### src/rtl/microwave_pkg.sv
// Shared microwave definitions: keypad timing, sequencer state encoding and
// BCD helpers used by both the key sequencer and the keypad decoder.
package microwave_pkg;

    localparam int PRESS_CYC       = 5;
    localparam int GAP_CYC         = 15;
    localparam int START_WAIT_CYC  = 20;
    localparam int START_PRESS_CYC = 5;
    localparam int CNT_W           = 5;

    typedef enum logic [2:0] {
        IDLE,
        PRESS,
        GAP,
        START_WAIT,
        START_PRESS,
        DONE
    } seq_state_e;

    // Out-of-range codes map to no key rather than aliasing onto a real one.
    function automatic logic [9:0] bcd_to_onehot(input logic [3:0] d);
        bcd_to_onehot = (d <= 4'd9) ? (10'd1 << d) : 10'd0;
    endfunction

    function automatic logic digits_valid(input logic [3:0] m,
                                          input logic [3:0] st,
                                          input logic [3:0] so);
        digits_valid = (m <= 4'd9) && (st <= 4'd5) && (so <= 4'd9);
    endfunction

    // Timer reload value on entry: a state lasting N cycles loads N-1.
    function automatic logic [CNT_W-1:0] state_dur(input seq_state_e s);
        case (s)
            PRESS:       state_dur = CNT_W'(PRESS_CYC - 1);
            GAP:         state_dur = CNT_W'(GAP_CYC - 1);
            START_WAIT:  state_dur = CNT_W'(START_WAIT_CYC - 1);
            START_PRESS: state_dur = CNT_W'(START_PRESS_CYC - 1);
            default:     state_dur = '0;
        endcase
    endfunction

endpackage

### src/rtl/key_sequencer_if.sv
// Request/status bundle between a time-entry controller and the key sequencer.
interface key_sequencer_if;
    logic       go;
    logic [3:0] min_digit;
    logic [3:0] sec_tens;
    logic [3:0] sec_ones;
    logic [9:0] keys;
    logic       startn;
    logic       busy;
    logic       done;
    logic       err;

    modport master (output go, min_digit, sec_tens, sec_ones,
                    input  keys, startn, busy, done, err);
    modport slave  (input  go, min_digit, sec_tens, sec_ones,
                    output keys, startn, busy, done, err);
endinterface

### src/rtl/key_timer.sv
// Loadable down-counter; zero flag tells the sequencer its current state has expired.
module key_timer
    import microwave_pkg::*;
(
    input  logic             clock,
    input  logic             resetn,
    input  logic             load_i,
    input  logic [CNT_W-1:0] load_val_i,
    output logic             zero_o
);
    logic [CNT_W-1:0] cnt_q, cnt_d;

    always_comb begin
        cnt_d = cnt_q;
        if (load_i)
            cnt_d = load_val_i;
        else if (cnt_q != '0)
            cnt_d = cnt_q - 1'b1;
    end

    always_ff @(posedge clock or negedge resetn) begin
        if (!resetn) cnt_q <= '0;
        else         cnt_q <= cnt_d;
    end

    assign zero_o = (cnt_q == '0);
endmodule

### src/rtl/key_sequencer.sv
// Converts a BCD cook time M:ST into timed keypad presses followed by a start press.
module key_sequencer
    import microwave_pkg::*;
(
    input  logic      clock,
    input  logic      resetn,
    key_sequencer_if.slave bus
);
    seq_state_e       state_q, state_d;
    logic [1:0]       idx_q, idx_d;
    logic [2:0][3:0]  dig_q, dig_d;
    logic [9:0]       keys_q, keys_d;
    logic             startn_q, startn_d;
    logic             busy_q, busy_d;
    logic             done_q, done_d;
    logic             err_q, err_d;
    logic             tmr_load, tmr_zero;
    logic [CNT_W-1:0] tmr_val;

    key_timer u_timer (
        .clock      (clock),
        .resetn     (resetn),
        .load_i     (tmr_load),
        .load_val_i (tmr_val),
        .zero_o     (tmr_zero)
    );

    always_comb begin
        state_d = state_q;
        idx_d   = idx_q;
        dig_d   = dig_q;
        err_d   = 1'b0;
        case (state_q)
            IDLE: if (bus.go) begin
                if (digits_valid(bus.min_digit, bus.sec_tens, bus.sec_ones)) begin
                    state_d = PRESS;
                    idx_d   = 2'd0;
                    dig_d   = {bus.sec_ones, bus.sec_tens, bus.min_digit};
                end else begin
                    err_d = 1'b1;
                end
            end
            PRESS:       if (tmr_zero) state_d = (idx_q == 2'd2) ? START_WAIT : GAP;
            GAP:         if (tmr_zero) begin
                state_d = PRESS;
                idx_d   = idx_q + 2'd1;
            end
            START_WAIT:  if (tmr_zero) state_d = START_PRESS;
            START_PRESS: if (tmr_zero) state_d = DONE;
            DONE:        state_d = IDLE;
            default:     state_d = IDLE;
        endcase

        // Outputs are decoded from the next state so the registers line up with it.
        keys_d   = (state_d == PRESS) ? bcd_to_onehot(dig_d[idx_d]) : 10'd0;
        startn_d = (state_d != START_PRESS);
        busy_d   = (state_d != IDLE);
        done_d   = (state_d == DONE);
        tmr_load = (state_d != state_q);
        tmr_val  = state_dur(state_d);
    end

    always_ff @(posedge clock or negedge resetn) begin
        if (!resetn) begin
            state_q  <= IDLE;
            idx_q    <= 2'd0;
            dig_q    <= '0;
            keys_q   <= '0;
            startn_q <= 1'b1;
            busy_q   <= 1'b0;
            done_q   <= 1'b0;
            err_q    <= 1'b0;
        end else begin
            state_q  <= state_d;
            idx_q    <= idx_d;
            dig_q    <= dig_d;
            keys_q   <= keys_d;
            startn_q <= startn_d;
            busy_q   <= busy_d;
            done_q   <= done_d;
            err_q    <= err_d;
        end
    end

    assign bus.keys   = keys_q;
    assign bus.startn = startn_q;
    assign bus.busy   = busy_q;
    assign bus.done   = done_q;
    assign bus.err    = err_q;
endmodule
### src/flat_wrapper.sv
// flat-port wrapper written by rule: the top's interface ports become plain ports
module key_sequencer_flat import microwave_pkg::*;
  (clock, resetn, bus_go, bus_min_digit, bus_sec_tens, bus_sec_ones, bus_keys, bus_startn, bus_busy, bus_done, bus_err);
  key_sequencer_if bus_i ();
  input  logic clock;
  input  logic resetn;
  input wire logic [$bits(bus_i.go)-1:0] bus_go;
  input wire logic [$bits(bus_i.min_digit)-1:0] bus_min_digit;
  input wire logic [$bits(bus_i.sec_tens)-1:0] bus_sec_tens;
  input wire logic [$bits(bus_i.sec_ones)-1:0] bus_sec_ones;
  output wire logic [$bits(bus_i.keys)-1:0] bus_keys;
  output wire logic [$bits(bus_i.startn)-1:0] bus_startn;
  output wire logic [$bits(bus_i.busy)-1:0] bus_busy;
  output wire logic [$bits(bus_i.done)-1:0] bus_done;
  output wire logic [$bits(bus_i.err)-1:0] bus_err;
  assign bus_i.go = bus_go;
  assign bus_i.min_digit = bus_min_digit;
  assign bus_i.sec_tens = bus_sec_tens;
  assign bus_i.sec_ones = bus_sec_ones;
  assign bus_keys = bus_i.keys;
  assign bus_startn = bus_i.startn;
  assign bus_busy = bus_i.busy;
  assign bus_done = bus_i.done;
  assign bus_err = bus_i.err;
  key_sequencer u_core (.clock(clock), .resetn(resetn), .bus(bus_i));
endmodule
### config.mk
export PLATFORM = sky130hd
export DESIGN_NAME = key_sequencer_flat
export DESIGN_NICKNAME = d
export VERILOG_FILES = /design/src/rtl/microwave_pkg.sv /design/src/rtl/key_sequencer_if.sv /design/src/rtl/key_timer.sv /design/src/rtl/key_sequencer.sv /design/src/flat_wrapper.sv
export SDC_FILE = /design/constraint.sdc
export NUM_CORES = 1
export LEC_CHECK = 0
export ABC_AREA = 1
export BUFFER_PORTS_ARGS = -buffer_cell sky130_fd_sc_hd__buf_4
export CAP_MARGIN = 10
export CORE_MARGIN = 3
export CORE_UTILIZATION = 40
export CTS_CLUSTER_DIAMETER = 60
export DETAILED_ROUTE_END_ITERATION = 6
export MAX_ROUTING_LAYER = met4
export PLACE_DENSITY = 0.6
export SLEW_MARGIN = 20
export SYNTH_ARGS = -nofsm -noshare
export SYNTH_HDL_FRONTEND = slang
export SYNTH_SLANG_ARGS = --single-unit
### constraint.sdc
create_clock -name clock -period 1.9 [get_ports clock]
set_input_delay 0.095 -clock clock [delete_from_list [all_inputs] [get_ports clock]]
set_output_delay 0.095 -clock clock [all_outputs]
set_load 0.02 [all_outputs]
==> summary by stage, run 1 <==
Outcome
The run finished, with violations left. The checks that failed: setup timing.

STA
The worst pin sits at a relative slew slack of 0.692. The smallest hold slack is 0.0131 ns. For the pin with the worst max-slew slack, the measured transition is 0.461 ns. Summed over all failing endpoints, the final setup total negative slack is -0.0193 ns. The final hold violation count is 0. The worst-case clock skew is 0.00710 ns. The max-slew violation count is 0. The shortest clock period the worst path allows after layout is 1.91 ns. Setup slack on the critical path of the routed design comes to -0.0105 ns.

Setup repair after global routing could not meet its margin everywhere. Static timing analysis puts the maximum clock frequency at 523 MHz. Setup violations remaining at the end of the flow were counted as 4. In the finished design, the share of the clock period the worst path needs comes to 1.01.

Routing
The detail-routed net length per standard cell is 12.3 um. In this run, the number of DRC markers left after iteration 0 of detailed routing was 76. The total length of routed wires is 4520 um.

For this run, the detailed router's first-pass iteration total came to 5. In the routed layout, each cell is associated on average with a via count of 4.78. Once detail routing completed, the nets flagged for antenna violations numbered 0. The number of DRC violations after detailed routing is 0.

The total via count in the routed design is 1754.

Setup path
The flop-to-flop setup slack is -0.01 ns. The endpoint identified for the worst register-to-register timing path is u_core.bus.keys[3]. The worst setup path startpoint is u_core.u_timer.cnt_q[1]. The critical path arrival is 2.14 ns. The critical path goes through inv_2 -> ha_4 -> nand2_2 -> nor2_4 -> buf_4 -> nand3_4 -> nand2_4 -> nor2_4 -> nor2_1 -> nor2_1 -> nor2_2 -> nand2_2 -> nor2_2. The delay of the slowest critical-path stage is 0.41 ns. The start-to-end type of the worst setup path is flop to flop. The type of destination of the critical path is a flop. STA puts the critical path data required time at 2.13 ns. The critical register-to-register path startpoint is u_core.u_timer.cnt_q[1]. The worst setup path endpoint is u_core.bus.keys[3]. The kind of cell with the highest combined delay on the critical path is simple AND/OR/NAND/NOR gates. The standard cell with the maximum stage delay on the critical path is sky130_fd_sc_hd__dfrtp_1. The maximum net fanout on the critical path is 7. The critical path crosses 13 cells after its start point. Counting both buffers and inverters, the worst setup path holds a total of 2. The startpoint class of the critical path is a flop. The number of cells on the worst reg-to-reg path is 13.

Placed design
Routability-driven placement finished with a final weighted congestion of 0.827. The half-perimeter wire length after placement is 3120 um. The worst setup timing slack at the placement stage is -0.0956 ns. Counting tap cells, the placed design contains a total of 344 instances.

After detailed placement, the total cell area comes to 0.00235 sq mm. During placement, the flow inserted port buffers numbering 28.

Synthesis
The combined area of all synthesized cells is 0.00190 sq mm. The number of nets in the synthesized netlist is 260. The sequential-to-total area share from yosys stat is 0.475. The total number of yosys warnings is 0. The top flip-flop cell by instance count after synthesis is sky130_fd_sc_hd__dfrtp_1. The number of enable flip-flop cells after synthesis is 0. The synthesized netlist cell count is 242. The async set or reset register ratio after synthesis is 1.00. Counting flops and latches in the post-synthesis netlist gives 36.

A synthesized cell averages 7.85 sq um. Synthesis instantiated 27 different standard cells from the library.

Clocking
The number of H-tree levels is 2. The number of buffers created by CTS is 5. CTS saw 36 sinks.

The clock tree root buffer cell is sky130_fd_sc_hd__clkbuf_8. The clock-pin slew reported for the worst setup and hold paths after clock tree synthesis is 0.08 ns. TritonCTS built the clock tree. The clock passes through at most 2 buffers. The clock latency on the worst-skew pair is 0.30 ns.

Finish
The finished layout holds 367 standard cells, fillers aside. After filler insertion, the fill cell instance count of the layout stands at 402. The synthesis-to-finish area growth is 46.3%. The number of antenna diodes is 0. Of the cells placed in the final design, the portion with a size suffix greater than 1 is 0.441.

Summing all flip-flop and latch instances after layout gives 902 sq um. The final core area utilization is 0.621. The finished cells cover 0.00278 sq mm. The multi-input combinational cells in the finished layout cover a total of 0.00104 sq mm. The net count of the finished layout is 332. The top cell types in the final layout, fill and taps aside, are 61 x sky130_fd_sc_hd__nand2_1, 61 x sky130_fd_sc_hd__buf_4, 35 x sky130_fd_sc_hd__dfrtp_1.

Floorplan
The total I/O pin count is 29. For this configuration, the core starts out at a cell density of 0.424. The initialized floorplan defines 24 standard-cell rows.

The die outline area is 0.00561 sq mm. The die is 74.9 um wide. From bottom edge to top edge, the die measures 74.9 um. The region available for standard cell placement spans 0.00447 sq mm.

Global route
The via count of the first global-routing pass is 1666. The total grt overflow is 0. The initial antenna violation count was 0.

The first global-routing pass estimated 7170 um of wire. Entering global routing, the biggest net connects 37 pins. For this run, the total global-route usage over all layers was measured as 0.175.

Power and ir drop
The overall power of the completed layout is 1.54 mW. The largest voltage drop on the vdd net is 404 uV. The static power due to leakage is 1.46 nW.

The power per cell area is 553 mW/mm^2.

Hold path
In this run the worst hold path is classified as input pin to flop.

Run
Max-cap violations in this run came to 0.
[worst register-to-register path, stage by stage (launching register included)]
cell and delay, ns:
sky130_fd_sc_hd__dfrtp_1 0.41, sky130_fd_sc_hd__inv_2 0.09, sky130_fd_sc_hd__ha_4 0.13, sky130_fd_sc_hd__nand2_2 0.06, sky130_fd_sc_hd__nor2_4 0.21, sky130_fd_sc_hd__buf_4 0.16, sky130_fd_sc_hd__nand3_4 0.10, sky130_fd_sc_hd__nand2_4 0.08
sky130_fd_sc_hd__nor2_4 0.05, sky130_fd_sc_hd__nor2_1 0.10, sky130_fd_sc_hd__nor2_1 0.06, sky130_fd_sc_hd__nor2_2 0.16, sky130_fd_sc_hd__nand2_2 0.11, sky130_fd_sc_hd__nor2_2 0.12
[power by group]
group          internal, mW  switching (mW)  leakage, nW
Combinational        0.0283          0.0385        0.959
Sequential            0.765               0        0.449
Clock                 0.395           0.309       0.0548
Total                  1.19           0.347         1.46
[metal layers]
layer	vias up	routed length (um)	GRT usage	part of all wire
li1	890	-	-	-
met1	832	2040	0.220	0.45
met2	26	2280	0.277	0.50
met3	6	148	0.0414	0.033
met4	0	55	0.0593	0.012
met5	-	0	-	0
[Yosys cell counts (2+ instances only)]
cell	count	area share
sky130_fd_sc_hd__o21ai_0	5	0.013
sky130_fd_sc_hd__nand3_2	2	0.011
sky130_fd_sc_hd__a21oi_1	3	0.0079
sky130_fd_sc_hd__ha_1	3	0.020
sky130_fd_sc_hd__nor2_1	30	0.059
sky130_fd_sc_hd__o21ai_2	3	0.014
sky130_fd_sc_hd__inv_2	10	0.020
sky130_fd_sc_hd__nor2_2	4	0.013
sky130_fd_sc_hd__nand2_1	76	0.15
sky130_fd_sc_hd__nor2_4	2	0.012
sky130_fd_sc_hd__nand2_2	5	0.016
sky130_fd_sc_hd__nand4_1	5	0.016
sky130_fd_sc_hd__xor2_1	2	0.0092
sky130_fd_sc_hd__dfrtp_1	35	0.46
sky130_fd_sc_hd__inv_1	30	0.059
sky130_fd_sc_hd__o21ai_1	4	0.011
sky130_fd_sc_hd__nand3_4	2	0.018
sky130_fd_sc_hd__nand3_1	12	0.032
[repair_timing]
item,CTS,global route
hold buffers,1,0
cloned,0,2
endpoints found under the hold margin,35,0
setup endpoints to repair,10,14
pin swaps,6,16
resized for setup,11,38
setup buffers,2,10
[registers in the layout, indices dropped and copies added, names as in the netlist]
signal / count
u_core.dig_q: 12
u_core.state_q: 3
u_core.bus.busy: 1
u_core.idx_q: 2
u_core.u_timer.cnt_q: 5
u_core.bus.startn: 1
u_core.bus.keys: 10
u_core.bus.done: 1
u_core.bus.err: 1
[logic make-up after synthesis]
| logic type | count (synthesis) | share of synthesized area |
|---|---|---|
| AO/OA/AOI/OAI | 18 | 0.0586 |
| XOR/XNOR | 3 | 0.0138 |
| adder cells (fa/ha/maj) | 3 | 0.0198 |
| buffers and inverters | 41 | 0.0850 |
| flip-flops | 36 | 0.475 |
| AND/OR/NAND/NOR | 141 | 0.348 |
[layout make-up]
type	instances	area share
inverter	40	0.0540
clock buffer	5	0.0248
clock inverter	3	0.0167
sequential	36	0.325
tap	52	0.0234
timing repair buffer	64	0.183
multi-input combinational	167	0.374
[how the worst min path moves through the flow]
stage | from | end | slack, ns | cells past startpoint
5_1_grt | bus_sec_ones[0] | u_core.dig_q[8] | 0.02 | 3
3_3_place_gp | resetn | u_core.dig_q[1] | 0.08 | 1
4_1_cts | bus_sec_ones[0] | u_core.dig_q[8] | 0.02 | 3
3_5_place_dp | resetn | u_core.dig_q[1] | 0.09 | 1
2_1_floorplan | resetn | u_core.bus.busy | -0.20 | 0
6_report | bus_sec_ones[0] | u_core.dig_q[8] | 0.01 | 3
Power figures use the tool's default switching activity.
==> inputs of run 2 (changes only) <==
--- a/config.mk
+++ b/config.mk
@@ -8,13 +8,12 @@
 export ABC_AREA = 1
 export BUFFER_PORTS_ARGS = -buffer_cell sky130_fd_sc_hd__buf_4
 export CAP_MARGIN = 10
-export CORE_MARGIN = 3
+export CORE_MARGIN = 1
 export CORE_UTILIZATION = 40
 export CTS_CLUSTER_DIAMETER = 60
 export DETAILED_ROUTE_END_ITERATION = 6
 export MAX_ROUTING_LAYER = met4
-export PLACE_DENSITY = 0.6
-export SLEW_MARGIN = 20
+export PLACE_DENSITY = 0.72
 export SYNTH_ARGS = -nofsm -noshare
 export SYNTH_HDL_FRONTEND = slang
 export SYNTH_SLANG_ARGS = --single-unit
==> summary by stage, run 2 (synthesis results as in run 1) <==
Outcome
Status: complete, but fails checks (unchanged). Violations in the final reports: setup timing (unchanged).

Clocking
The clock tree root buffer cell is sky130_fd_sc_hd__clkbuf_8 (unchanged). The clock-pin slew reported for the worst setup and hold paths after clock tree synthesis is 0.07 ns (was 0.08 ns). The clock latency on the worst-skew pair is 0.29 ns (was 0.30 ns). The number of sinks handled by clock tree synthesis is 36 (unchanged). The number of buffers created by CTS is 5 (unchanged). The CTS tree is yes (unchanged). The number of H-tree levels was 2 (unchanged). The maximum number of buffers from clock root to sink is 2 (unchanged).

STA
The maximum clock rate is 518 MHz (was 523 MHz). The remaining max-slew budget at the tightest pin is 0.694 (was 0.692). The setup violation total in the final timing report is 7 (was 4). The smallest hold slack is 0.0336 ns (was 0.0131 ns). The final hold violation count was 0 (unchanged). The max-slew violation count was 0 (unchanged). The slew at the pin with the worst max-slew slack came to 0.458 ns (was 0.461 ns).

The shortest clock period the worst path allows after layout was 1.93 ns (was 1.91 ns). The final setup slack of the worst path was -0.0303 ns (was -0.0105 ns). The worst-case clock skew came to 0.00287 ns (was 0.00710 ns). Unrepaired setup endpoints after global routing: true (unchanged). The share of the clock period used by the worst path is 1.02 (was 1.01).

Finish
The fraction of final layout cells with drive strength greater than 1 is 0.405 (was 0.441). The area of all sequential standard cells came to 903 sq um (was 902 sq um). The synthesis-to-finish area growth was 38.0% (was 46.3%). The net count of the finished layout was 321 (was 332). The flip-flop count of the largest register after layout is 12 (unchanged).

The final core area utilization is 0.590 (was 0.621). The count of filler cells inserted in the layout came to 394 (was 402). The most common cell after layout, fill and taps aside is sky130_fd_sc_hd__nand2_1. The register with the highest flop count was u_core.dig_q (unchanged).

The number of antenna diodes is 0 (unchanged). Commonest cells after routing, fill and taps aside: 64 x sky130_fd_sc_hd__nand2_1, 50 x sky130_fd_sc_hd__buf_4, 34 x sky130_fd_sc_hd__dfrtp_1 (was 61 x sky130_fd_sc_hd__nand2_1, 61 x sky130_fd_sc_hd__buf_4, 35 x sky130_fd_sc_hd__dfrtp_1). The area taken by multi-input logic gates is 987 sq um (was 0.00104 sq mm).

Floorplan
The total number of placement rows came to 24 (unchanged). The total I/O pin count is 29 (unchanged). The standard cell core area is 0.00444 sq mm (was 0.00447 sq mm). The floorplan die height was 70.9 um (was 74.9 um). The starting density of the core is 0.427 (was 0.424). The die outline area was 0.00503 sq mm (was 0.00561 sq mm). The horizontal die dimension came to 70.9 um (was 74.9 um).

Power and ir drop
The largest voltage drop on the vdd net is 445 uV (was 404 uV). The static power due to leakage is 1.40 nW (was 1.46 nW). The power per cell area is 571 mW/mm^2 (was 553 mW/mm^2). The overall power of the completed layout is 1.50 mW (was 1.54 mW).

Setup path
The type of destination of the critical path is a flop (unchanged). The startpoint class of the critical path is a flop (unchanged). The reg-to-reg endpoint is u_core.bus.keys[2] (was u_core.bus.keys[3]). The flop-to-flop setup slack is -0.03 ns (was -0.01 ns).

The worst setup path startpoint is u_core.u_timer.cnt_q[1] (unchanged). The critical register-to-register path startpoint was u_core.u_timer.cnt_q[1] (unchanged). The critical path arrival is 2.16 ns (was 2.14 ns). The worst reg-to-reg path cell count is 13 (unchanged). The start-to-end type of the worst setup path is flop to flop (unchanged). The critical path data required time is 2.13 ns (about the same).

The maximum net fanout on the critical path is 6 (was 7). The worst setup path endpoint is u_core.bus.keys[2] (was u_core.bus.keys[3]).

Routing
The via density per instance came to 4.84 (was 4.78). The number of optimization iterations in the first detailed-route pass is 4 (was 5). The detail-routed net length per standard cell is 12.6 um (was 12.3 um). The total via count in the routed design is 1723 (was 1754).

The DRC violation total after the first TritonRoute iteration is 90 (was 76). The total length of routed wires is 4490 um (was 4520 um). The number of DRC violations after detailed routing was 0 (unchanged).

The count of nets left with antenna violations after detail routing is 0 (unchanged).

Global route
The total grt overflow came to 0 (unchanged). The global-route total usage across every layer came to 0.191 (was 0.175). The initial antenna violation count is 0 (unchanged). The first-pass GRT wire length is 7310 um (was 7170 um). The maximum number of pins on one net before global-route repair is 37 (unchanged). The via count of the first global-routing pass is 1777 (was 1666).

Placed design
The number of port buffers was 28 (unchanged). The global placement routability congestion is 0.874 (was 0.827). The half-perimeter wire length after placement is 3060 um (was 3120 um).

Run
The max-cap violation count is 0 (unchanged).

Hold path
The type of the most critical hold path is input pin to flop (unchanged).
## run 2: metal layers
layer | up-vias | share of wire | track usage
met3 | 11 | 0.026 | 0.0427
li1 | 868 | - | -
met4 | 0 | 0.030 | 0.0600
met2 | 23 | 0.54 | 0.342
met1 | 821 | 0.41 | 0.213
met5 | - | 0 | -
## run 2: how the worst min path moves through the flow
stage	from	end	slack, ns	cells past startpoint
floorplan	resetn	u_core.bus.busy	-0.20	0
global placement	resetn	u_core.dig_q[1]	0.07	1
detailed placement	resetn	u_core.dig_q[1]	0.08	1
CTS	bus_sec_ones[0]	u_core.dig_q[8]	0.03	3
global route	bus_sec_ones[0]	u_core.dig_q[8]	0.06	3
finish	bus_sec_ones[0]	u_core.dig_q[8]	0.03	3
## run 2: power breakdown
| part | switching [mW] | total (mW) | internal (mW) |
|---|---|---|---|
| sequential | 0 | 0.766 | 0.766 |
| combinational | 0.0383 | 0.0666 | 0.0283 |
| clock | 0.275 | 0.664 | 0.389 |
## run 2: per-stage QoR
stage | instances | worst slack (ns) | instance area, sq um | setup TNS [ns]
after global routing | 356 | -0.143 | 2620 | -1.32
after detailed placement | 337 | -0.0580 | 2280 | -0.158
final | 356 | -0.0303 | 2620 | -0.145
after CTS | 348 | 0.00535 | 2430 | 0
after global placement | 337 | 0.00761 | 2280 | 0
after floorplan | 242 | 0.0984 | 1900 | 0
## run 2: critical path, stage by stage (launching register included)
cell and delay, ns:
sky130_fd_sc_hd__dfrtp_1 0.39, sky130_fd_sc_hd__inv_2 0.08, sky130_fd_sc_hd__ha_4 0.15, sky130_fd_sc_hd__nand2_4 0.05, sky130_fd_sc_hd__nor2_4 0.18, sky130_fd_sc_hd__nand2_2 0.09
sky130_fd_sc_hd__nand2_2 0.10, sky130_fd_sc_hd__buf_6 0.11, sky130_fd_sc_hd__nand3_4 0.10, sky130_fd_sc_hd__o21ai_2 0.15, sky130_fd_sc_hd__nor2_1 0.07, sky130_fd_sc_hd__nor2_2 0.17
sky130_fd_sc_hd__nand2_2 0.12, sky130_fd_sc_hd__nor2_2 0.11
## run 2: repair_timing
action	CTS	global route
endpoints found under the hold margin	35	0
pin swaps	4	25
gates resized for setup	3	39
gates cloned	0	2
setup endpoints to repair	10	14
setup buffers	2	6
hold buffers	1	0
## run 2: layout make-up
type / count / share of cell area
Clock buffer: 6 / 0.0277
Clock inverter: 2 / 0.0134
Inverter: 40 / 0.0573
Multi-Input combinational cell: 167 / 0.377
Sequential cell: 36 / 0.345
Tap cell: 52 / 0.0248
Timing Repair Buffer: 53 / 0.156
